[src/rtl/btn_debounce_pair_if.sv]
// btn_debounce_pair_if
//   Bundles the raw button lines and the conditioned outputs of the
//   two-channel debouncer.
//   slave  : debouncer side (raw lines in, levels and pulses out)
//   master : consumer side  (drives raw lines, observes levels and pulses)
//   Signals:
//     btn_a_raw, btn_b_raw : raw asynchronous, bouncy inputs
//     a, b                 : debounced levels
//     a_rise, a_fall       : one-cycle edge pulses of a
//     b_rise, b_fall       : one-cycle edge pulses of b
interface btn_debounce_pair_if;
  logic btn_a_raw;
  logic btn_b_raw;
  logic a;
  logic b;
  logic a_rise;
  logic a_fall;
  logic b_rise;
  logic b_fall;

  modport slave (
    input  btn_a_raw, btn_b_raw,
    output a, b, a_rise, a_fall, b_rise, b_fall
  );

  modport master (
    output btn_a_raw, btn_b_raw,
    input  a, b, a_rise, a_fall, b_rise, b_fall
  );
endinterface

[src/rtl/btn_debounce_pair.sv]
// btn_debounce_pair
//   Two independent input conditioners feeding the a/b inputs of a 2-input
//   OR gate. Each channel synchronises its raw line through two flops, then
//   only accepts a new level once it has persisted for DEBOUNCE_CYCLES
//   consecutive clocks. A one-cycle rise/fall pulse accompanies every
//   accepted change.
//   Ports:
//     clk   : system clock, all state on rising edge
//     rst_n : asynchronous active-low reset, clears every flop
//     bus   : slave modport of btn_debounce_pair_if (raw in, a/b + pulses out)
module btn_debounce_pair #(
  parameter int DEBOUNCE_CYCLES = 1000000,
  parameter int CNT_W           = $clog2(DEBOUNCE_CYCLES)
) (
  input  logic                       clk,
  input  logic                       rst_n,
  btn_debounce_pair_if.slave         bus
);

  typedef enum logic {STABLE_LO = 1'b0, STABLE_HI = 1'b1} state_t;

  localparam logic [CNT_W-1:0] CNT_LAST = CNT_W'(DEBOUNCE_CYCLES - 1);

  // Index 0 is channel A, index 1 is channel B.
  logic [1:0]       raw_vec;
  logic [1:0]       s1_q, s1_d;
  logic [1:0]       s2_q, s2_d;
  logic [1:0]       rise_q, rise_d;
  logic [1:0]       fall_q, fall_d;
  state_t           state_q [2];
  state_t           state_d [2];
  logic [CNT_W-1:0] cnt_q   [2];
  logic [CNT_W-1:0] cnt_d   [2];

  assign raw_vec = {bus.btn_b_raw, bus.btn_a_raw};

  always_comb begin
    s1_d   = raw_vec;
    s2_d   = s1_q;
    rise_d = 2'b00;
    fall_d = 2'b00;
    for (int ch = 0; ch < 2; ch++) begin
      state_d[ch] = state_q[ch];
      cnt_d[ch]   = cnt_q[ch];
      if (s2_q[ch] == logic'(state_q[ch])) begin
        // Input agrees with the accepted level: any pending count is a bounce.
        cnt_d[ch] = '0;
      end else if (cnt_q[ch] == CNT_LAST) begin
        // Level has persisted long enough: accept it and flag the edge.
        cnt_d[ch]   = '0;
        state_d[ch] = (state_q[ch] == STABLE_HI) ? STABLE_LO : STABLE_HI;
        rise_d[ch]  = (state_q[ch] == STABLE_LO);
        fall_d[ch]  = (state_q[ch] == STABLE_HI);
      end else begin
        cnt_d[ch] = cnt_q[ch] + CNT_W'(1);
      end
    end
  end

  always_ff @(posedge clk or negedge rst_n) begin
    if (!rst_n) begin
      s1_q   <= 2'b00;
      s2_q   <= 2'b00;
      rise_q <= 2'b00;
      fall_q <= 2'b00;
      for (int ch = 0; ch < 2; ch++) begin
        state_q[ch] <= STABLE_LO;
        cnt_q[ch]   <= '0;
      end
    end else begin
      s1_q   <= s1_d;
      s2_q   <= s2_d;
      rise_q <= rise_d;
      fall_q <= fall_d;
      for (int ch = 0; ch < 2; ch++) begin
        state_q[ch] <= state_d[ch];
        cnt_q[ch]   <= cnt_d[ch];
      end
    end
  end

  assign bus.a      = (state_q[0] == STABLE_HI);
  assign bus.b      = (state_q[1] == STABLE_HI);
  assign bus.a_rise = rise_q[0];
  assign bus.a_fall = fall_q[0];
  assign bus.b_rise = rise_q[1];
  assign bus.b_fall = fall_q[1];

endmodule
[src/flat_wrapper.sv]
// flat-port wrapper written by rule: the top's interface ports become plain ports
module btn_debounce_pair_flat 
#(
  parameter int DEBOUNCE_CYCLES = 1000000,
  parameter int CNT_W           = $clog2(DEBOUNCE_CYCLES)
)
  (clk, rst_n, bus_btn_a_raw, bus_btn_b_raw, bus_a, bus_b, bus_a_rise, bus_a_fall, bus_b_rise, bus_b_fall);
  btn_debounce_pair_if bus_i ();
  input  logic clk;
  input  logic rst_n;
  input wire logic [$bits(bus_i.btn_a_raw)-1:0] bus_btn_a_raw;
  input wire logic [$bits(bus_i.btn_b_raw)-1:0] bus_btn_b_raw;
  output wire logic [$bits(bus_i.a)-1:0] bus_a;
  output wire logic [$bits(bus_i.b)-1:0] bus_b;
  output wire logic [$bits(bus_i.a_rise)-1:0] bus_a_rise;
  output wire logic [$bits(bus_i.a_fall)-1:0] bus_a_fall;
  output wire logic [$bits(bus_i.b_rise)-1:0] bus_b_rise;
  output wire logic [$bits(bus_i.b_fall)-1:0] bus_b_fall;
  assign bus_i.btn_a_raw = bus_btn_a_raw;
  assign bus_i.btn_b_raw = bus_btn_b_raw;
  assign bus_a = bus_i.a;
  assign bus_b = bus_i.b;
  assign bus_a_rise = bus_i.a_rise;
  assign bus_a_fall = bus_i.a_fall;
  assign bus_b_rise = bus_i.b_rise;
  assign bus_b_fall = bus_i.b_fall;
  btn_debounce_pair #(.DEBOUNCE_CYCLES(DEBOUNCE_CYCLES), .CNT_W(CNT_W)) u_core (.clk(clk), .rst_n(rst_n), .bus(bus_i));
endmodule
[config.mk]
export PLATFORM = sky130hd
export DESIGN_NAME = btn_debounce_pair_flat
export DESIGN_NICKNAME = d
export VERILOG_FILES = /design/src/rtl/btn_debounce_pair_if.sv /design/src/rtl/btn_debounce_pair.sv /design/src/flat_wrapper.sv
export SDC_FILE = /design/constraint.sdc
export NUM_CORES = 1
export LEC_CHECK = 0
export ABC_AREA = 1
export ABC_CLOCK_PERIOD_IN_PS = 1200
export BUFFER_PORTS_ARGS = -buffer_cell sky130_fd_sc_hd__buf_2
export CAP_MARGIN = 10
export CORE_MARGIN = 2
export CORE_UTILIZATION = 25
export DETAILED_ROUTE_END_ITERATION = 16
export PLACE_DENSITY = 0.43
export SETUP_SLACK_MARGIN = 0.4
export SYNTH_ARGS = -nofsm -noshare
export SYNTH_HDL_FRONTEND = slang
export SYNTH_SLANG_ARGS = --single-unit
[constraint.sdc]
create_clock -name clk -period 1.2 [get_ports clk]
set_input_delay 0.06 -clock clk [delete_from_list [all_inputs] [get_ports clk]]
set_output_delay 0.06 -clock clk [all_outputs]
set_load 0.02 [all_outputs]
==> metrics.cfg, run 1 <==
[status]
status=complete, but fails checks
violations=negative setup slack

[sta]
finClkSkew_ns=0.00877
hold_viol_final=0
min_period_over_period_pct=117
slew_headroom_pct=81.3
setup_viol=43
setup_ws_ns=-0.199
fmax_mhz=715
final.min_clock_period_ns=1.40
rsz0062_at_grt=yes
tightest_slew_ns=0.280
slew_viol_final=0

[critical_path]
cp_slowest_stage_delay_ns=0.41
critPathSlowestCell=dfrtp_1
crit_path_end_kind=register
critPathLaunchType=register
crit_chain=ha_4, nand3_4, nor2_4, nand3_4, nand2_8, nor3_2
path_class=reg2reg
cp.arrival_ns=1.59
cp.required_ns=1.40
critPathMaxFanout=7
crit_path_frequent_cell=nand3_4

[global_route]
grt_max_degree=51
antenna_found_initial=0
grt-ovfl-total=0
grt_pass1_wl_mm=11.8
grt_pass1_vias=2381
track_usage_pct=13.1

[final_layout]
stdcell_count=543
final_common_cell=buf_4
drive_gt1_share_pct=50.4
seq_area_sq_um=1260
final_nets=412
syn_to_final_growth_pct=57.3
fillers=990
final_cell_area_sq_um=4110
multi_input_area_sq_um=1720
final_cell_mix=64 x buf_4, 54 x nor2_1, 43 x dfrtp_1, 33 x nand2_1, 28 x nor2_4
diodes=0
finish.utilization_pct=40.1

[detailed_routing]
via_per_inst=4.28
ant_nets=0
vias=2324
dr.pass1.iters=4
drt_iter0_markers=123
drc_errors=0
wire_per_inst_um=12.4
drt_wl_total_mm=6.75

[placement]
place_inst=508
portBuffers=9
globalplace.congestion=0.814
place_hpwl_mm=4.45
placed_cell_area_sq_um=3340

[cts]
cts_tree=built
cts_root_buf=clkbuf_8
h-tree-depth=2
cts_buffer_depth=2
clk_pin_slew_ns=0.10
worstSkewPairLatency_ns=0.31
cts_sinks=50
numCtsBuffers=5

[logic_synthesis]
ys_seq_area_share_pct=47.9
syn-num-nets=315
ys_ff_latch=50
syn_avg_cell_area_sq_um=8.45
syn_inst=309
syn_area_sq_um=2610
ys_types=26
synth_warnings=0

[floorplan]
core_area_sq_um=10200
dieArea_sq_um=11300
ios=10
die_h_um=106
die_x_um=106
initial_utilization_pct=25.5
fp-row-count=37

[pwr]
power_density_nw_per_um2=729
ir_drop_v=0.000415
leakage_nw=1.72

[run]
cap_violations=0

[worst_hold_path]
hp-class=in2async

state kept, by name, indices dropped and copies added (netlist names):
signal	count
u_core.fall_q	2
u_core.rise_q	2
u_core.s2_q	2
u_core.cnt_q	40
u_core.s1_q	2
u_core.bus.b	1
u_core.bus.a	1
Yosys cell counts (all sizes together):
cell / n / share of area [%]
a21oi: 7 / 1.3
a31oi: 1 / 0.24
buf: 1 / 0.43
dfrtp: 50 / 48
ha: 2 / 0.96
inv: 30 / 4.3
nand2: 50 / 8.3
nand3: 33 / 7.9
nand4: 6 / 1.4
nor2: 95 / 17
nor3: 7 / 1.7
nor3b: 2 / 0.77
o21ai: 3 / 0.58
o21bai: 1 / 0.29
xnor2: 8 / 2.7
xor2: 13 / 4.4
repair_timing:
action / 4_1_cts / 5_1_grt
hold buffers: 3 / 0
endpoints found under the setup margin: 52 / 52
pin swaps: 36 / 25
gates resized for setup: 67 / 42
buffers inserted: 10 / 12
cloned: 2 / 0
hold endpoints to repair: 52 / 0
path summary, 6_finish.rpt:
kind | cells after the start | slack (ns) | endpoint | start
max | 6 | -0.20 | u_core.cnt_q[25] | u_core.cnt_q[21]
min | 3 | 0.27 | u_core.cnt_q[28] | rst_n
max reg2reg | 6 | -0.20 | u_core.cnt_q[25] | u_core.cnt_q[21]
min reg2reg | 0 | 0.36 | u_core.s2_q[1] | u_core.s1_q[1]
max in group asynchronous | 3 | 0.67 | u_core.bus.b | rst_n
min in group clk | 0 | 0.36 | u_core.s2_q[1] | u_core.s1_q[1]
metrics by stage:
stage               power (mW)  TNS [ns]  hold slack (ns)  setup WS [ns]
detailed placement        1.93     -3.79           0.0780         -0.171
global route              3.14     -8.66            0.306         -0.251
global placement          1.93     -3.96           0.0762         -0.163
floorplan                 1.83    -0.457           -0.236        -0.0289
finish                    2.99     -5.42            0.275         -0.199
CTS                       3.02     -3.82            0.267         -0.169
cell type report:
cell class	count	share of cell area [%]
Multi-Input combinational cell	230	41.9
Sequential cell	50	30.7
Timing Repair Buffer	89	18.2
Tap cell	136	4.15
Inverter	30	2.86
Clock buffer	5	1.68
Clock inverter	3	0.518
report_power, final:
group	switching, mW	internal (mW)
registers	0.0267	1.71
clock network	0.612	0.411
logic	0.129	0.107
worst max-delay path: cells and delay by family, from the launching register on:
| kind | cells | cell delay (ns) |
|---|---|---|
| and+or+nand+nor | 5 | 0.68 |
| DFF | 1 | 0.41 |
| adders and majority gates | 1 | 0.19 |
logic make-up (layout without fill, tap and decap cells):
kind of cell	count (synthesis)	count (layout)	synth area share (%)
compound gates	12	12	2.44
xor+xnor	21	21	7.05
fa+ha+maj	2	2	0.959
buf+inv	31	127	4.75
flops	50	50	47.9
simple gates	193	195	36.9
routing by layer:
layer  routed length [um]  vias up  GRT usage [%]
met5                    0        -              0
met4                   80        0           3.85
met3                  123        6           1.47
met2                 3310       24           21.4
met1                 3230     1108           18.2
li1                     -     1186              -
Power figures use the tool's default switching activity.
==> run 2, diff against run 1 <==
Settings changed: ABC_CLOCK_PERIOD_IN_PS 1200 to unset.
Clock period 1.2 ns to 1.15 ns, I/O delays scaled along.
==> run 2 against run 1 <==
- the flow still finishes with violations (negative setup slack)
- clock power increased by 13%
- utilization up 0.31 points
- global-route usage down 0.47 points
- critical endpoint is now u_core.cnt_q[9]
- highest routed layer unchanged
==> metrics.cfg, run 2 (same netlist as run 1, synthesis figures left out) <==
[status]
status=complete, but fails checks
violations=negative setup slack

[cts]
cts_buffer_depth=2
cts_root_buf=clkbuf_8
cts_sinks=50
clk_pin_slew_ns=0.11
cts_tree=built
worstSkewPairLatency_ns=0.32
h-tree-depth=2
numCtsBuffers=5

[pwr]
ir_drop_v=0.000568
power_density_nw_per_um2=776
leakage_nw=1.74
finalPower_mw=3.21

[sta]
setup_ws_ns=-0.214
fmax_mhz=733
slew_headroom_pct=80.9
tightest_slew_ns=0.287
whs_ns=0.259
final.min_clock_period_ns=1.36
setup_viol=42
finClkSkew_ns=0.00927
rsz0062_at_grt=yes
min_period_over_period_pct=119
slew_viol_final=0
hold_viol_final=0

[final_layout]
final_common_cell=buf_4
diodes=0
syn_to_final_growth_pct=58.5
drive_gt1_share_pct=51.2
top_register=u_core.cnt_q
largest_reg_flops=40
final_cell_mix=65 x buf_4, 53 x nor2_1, 43 x dfrtp_1, 32 x nand2_1, 31 x nor2_4
fillers=1008
final_nets=413

[critical_path]
cp.required_ns=1.37
critPathSlowestCell=dfrtp_1
cp_slowest_stage_delay_ns=0.42
critPathLaunchType=register
critPathMaxFanout=5
path_class=reg2reg
crit_path_end_kind=register
cp.arrival_ns=1.58
crit_chain=buf_6, nand2_4, nor2_4, nand2_4, nor2_4, xnor2_2, nor2_1

[global_route]
grt_max_degree=51
grt-ovfl-total=0
antenna_found_initial=0
grt_pass1_vias=2417
grt_pass1_wl_mm=11.3
track_usage_pct=12.6

[detailed_routing]
via_per_inst=4.25
drt_wl_total_mm=6.63
drt_iter0_markers=93
wire_per_inst_um=12.2
vias=2310
dr.pass1.iters=4
drc_errors=0
ant_nets=0

[floorplan]
ios=10
die_h_um=106
initial_utilization_pct=25.5
dieArea_sq_um=11300
core_area_sq_um=10200
die_x_um=106
fp-row-count=37

[placement]
globalplace.congestion=0.790
portBuffers=9
place_hpwl_mm=4.39
pre_cts_slack_ns=-0.227

[run]
cap_violations=0

[worst_hold_path]
hp-class=in2async

==> run 2: critical path, delay by kind of cell (launching register included) <==
kind                      cells  cell delay (ns)
xor gates and xnor gates      1             0.14
buffers and inverters         1             0.12
DFF                           1             0.42
and+or+nand+nor               5             0.58
==> run 2: area by class of cell <==
type	instances	area, sq um	area share [%]
clock buffer	5	68.8	1.66
timing repair buffer	90	764	18.5
tap	136	170	4.11
sequential	50	1260	30.5
clock inverter	3	28.8	0.696
multi-input combinational	230	1730	41.7
inverter	30	118	2.84
==> run 2: timing repair <==
action / 4_1_cts / 5_1_grt
hold endpoints to repair: 52 / 0
cloned: 1 / 1
pin swaps: 22 / 27
setup buffers: 11 / 6
resized for setup: 54 / 58
setup endpoints to repair: 52 / 52
hold buffers: 3 / 0
==> run 2: through the flow <==
step                std cells  area (sq um)  TNS [ns]  utilization [%]
floorplan                 309          2710     -1.78                -
global placement          514          3380     -6.03             33.1
detailed placement        514          3380     -6.22             33.1
CTS                       537          3820     -6.28             37.4
global route              544          4140    -10.15             40.4
finish                    544          4140     -6.50             40.4
==> run 2: metal layers <==
metal / share of wire (%) / global-route usage [%]
met4: 1.9 / 4.32
met2: 49 / 21.1
met1: 47 / 16.5
met5: 0 / 0
met3: 2.9 / 2.08
==> run 2: final timing paths <==
path / to / startpoint / slack, ns / cells past startpoint
max: u_core.cnt_q[9] / u_core.cnt_q[1] / -0.21 / 7
min: u_core.cnt_q[29] / rst_n / 0.26 / 3
max reg2reg: u_core.cnt_q[9] / u_core.cnt_q[1] / -0.21 / 7
min reg2reg: u_core.s2_q[0] / u_core.s1_q[0] / 0.36 / 0
max in group asynchronous: u_core.cnt_q[23] / rst_n / 0.62 / 3
min in group clk: u_core.s2_q[0] / u_core.s1_q[0] / 0.36 / 0
==> run 2: where the power goes <==
group          total [mW]  switching (mW)  internal [mW]
Sequential           1.81          0.0296           1.78
Clock                1.15           0.691          0.457
Combinational       0.251           0.136          0.115
==> run 3, diff against run 2 <==
Settings changed: CORE_UTILIZATION 25 to 50, GPL_TIMING_DRIVEN set to 1, PLACE_DENSITY 0.43 to 0.66.
==> run 3 against run 2 <==
- the run still ends with negative setup slack left
- combinational power increased by 4%
- flip-flop and latch count unchanged
- via count is 4.8% higher
- highest routed layer unchanged
==> metrics.cfg, run 3 (same netlist as run 1, synthesis figures left out) <==
[status]
status=complete, but fails checks
violations=negative setup slack

[critical_path]
cp_top_family=simple AND/OR/NAND/NOR gates
cp.required_ns=1.35
critPathMaxFanout=3
crit_buf_inv=1
critPathLaunchType=register
crit_path_end_kind=register
reg2reg_from=u_core.cnt_q[33]
cp_slowest_stage_delay_ns=0.39
cp.arrival_ns=1.64
critPathSlowestCell=dfrtp_1
crit_path_frequent_cell=nor2_1
crit_chain=nand2_1, nor2_1, inv_1, nor2_1, nand3_1, nand3_1, nor2_1
path_class=reg2reg
critPathLaunch=u_core.cnt_q[33]

[cts]
cts_buffer_depth=2
h-tree-depth=2
cts_root_buf=clkbuf_8
worstSkewPairLatency_ns=0.31
clk_pin_slew_ns=0.10
cts_tree=built
numCtsBuffers=5
cts_sinks=50

[final_layout]
diodes=0
multi_input_area_sq_um=1660
largest_reg_flops=40
top_register=u_core.cnt_q
final_nets=414
final_cell_area_sq_um=4000
syn_to_final_growth_pct=53.4
final_cell_mix=66 x buf_4, 55 x nor2_1, 47 x dfrtp_1, 36 x nand2_1, 26 x nor2_4
drive_gt1_share_pct=47.4
seq_area_sq_um=1250
fillers=331
final_common_cell=buf_4

[detailed_routing]
drt_wl_total_mm=7.28
dr.pass1.iters=4
via_per_inst=5.05
vias=2421
drc_errors=0
drt_iter0_markers=119
ant_nets=0
wire_per_inst_um=15.2

[sta]
fmax_mhz=692
hold_viol_final=0
finClkSkew_ns=0.0127
fin_tns_setup_ns=-7.37
setup_ws_ns=-0.294
tightest_slew_ns=0.348
rsz0062_at_grt=yes
setup_viol=44
final.min_clock_period_ns=1.44
slew_viol_final=0
slew_headroom_pct=76.6
min_period_over_period_pct=126

[global_route]
grt_max_degree=29
antenna_found_initial=0
grt_pass1_wl_mm=11.6
grt_pass1_vias=2488
track_usage_pct=24.7
grt-ovfl-total=0

[floorplan]
fp-row-count=26
dieArea_sq_um=5810
die_x_um=76.3
initial_utilization_pct=51.4
die_h_um=76.3
ios=10
core_area_sq_um=5070

[pwr]
finalPower_mw=3.40
ir_drop_v=0.000810
leakage_nw=1.75
power_density_nw_per_um2=850

[placement]
globalplace.congestion=0.861
portBuffers=9
place_hpwl_mm=4.44
placed_cell_area_sq_um=3330

[worst_hold_path]
hp-class=in2async

[run]
cap_violations=0

-- run 3: metrics by stage --
step                instances  worst slack (ns)  util (%)  hold slack [ns]
global route              479            -0.367      78.9            0.181
finish                    479            -0.294      78.9            0.161
CTS                       471            -0.188      74.4            0.171
floorplan                 309           -0.0789         -           -0.238
detailed placement        452            -0.218      65.7          -0.0256
global placement          452            -0.173      65.7          -0.0252
-- run 3: what timing repair did --
item / 4_1_cts / 5_1_grt
endpoints found under the setup margin: 52 / 52
pin swaps: 20 / 14
hold endpoints to repair: 52 / 0
hold buffers: 3 / 0
setup buffers: 6 / 8
cloned: 2 / 0
gates resized for setup: 54 / 39
-- run 3: cell type report --
| class | instances | share of cell area, % |
|---|---|---|
| tap | 70 | 2.19 |
| sequential | 50 | 31.4 |
| timing repair buffer | 91 | 19.1 |
| multi-input combinational | 230 | 41.4 |
| clock buffer | 6 | 2.06 |
| inverter | 30 | 2.94 |
| clock inverter | 2 | 0.969 |
-- run 3: power breakdown --
part           internal [mW]  total, mW  switching, mW
registers               1.78       1.81         0.0280
clock network          0.716       1.33          0.618
logic                  0.121      0.262          0.141
total                   2.62       3.40          0.786
-- run 3: layer usage --
layer / up-vias / track usage [%] / wire, um
met4: 0 / 9.09 / 140
met2: 53 / 43.7 / 3900
met3: 14 / 3.55 / 195
met5: - / 0 / 0
li1: 1176 / - / -
met1: 1178 / 30.7 / 3050
-- run 3: final timing paths --
check                              endpoint  slack (ns)  cells past startpoint
max in group asynchronous  u_core.cnt_q[23]        0.48                      3
min reg2reg                  u_core.s2_q[1]        0.36                      0
min in group clk             u_core.s2_q[1]        0.36                      0
max reg2reg                u_core.cnt_q[39]       -0.29                      7
min                        u_core.cnt_q[11]        0.16                      2
max                        u_core.cnt_q[39]       -0.29                      7
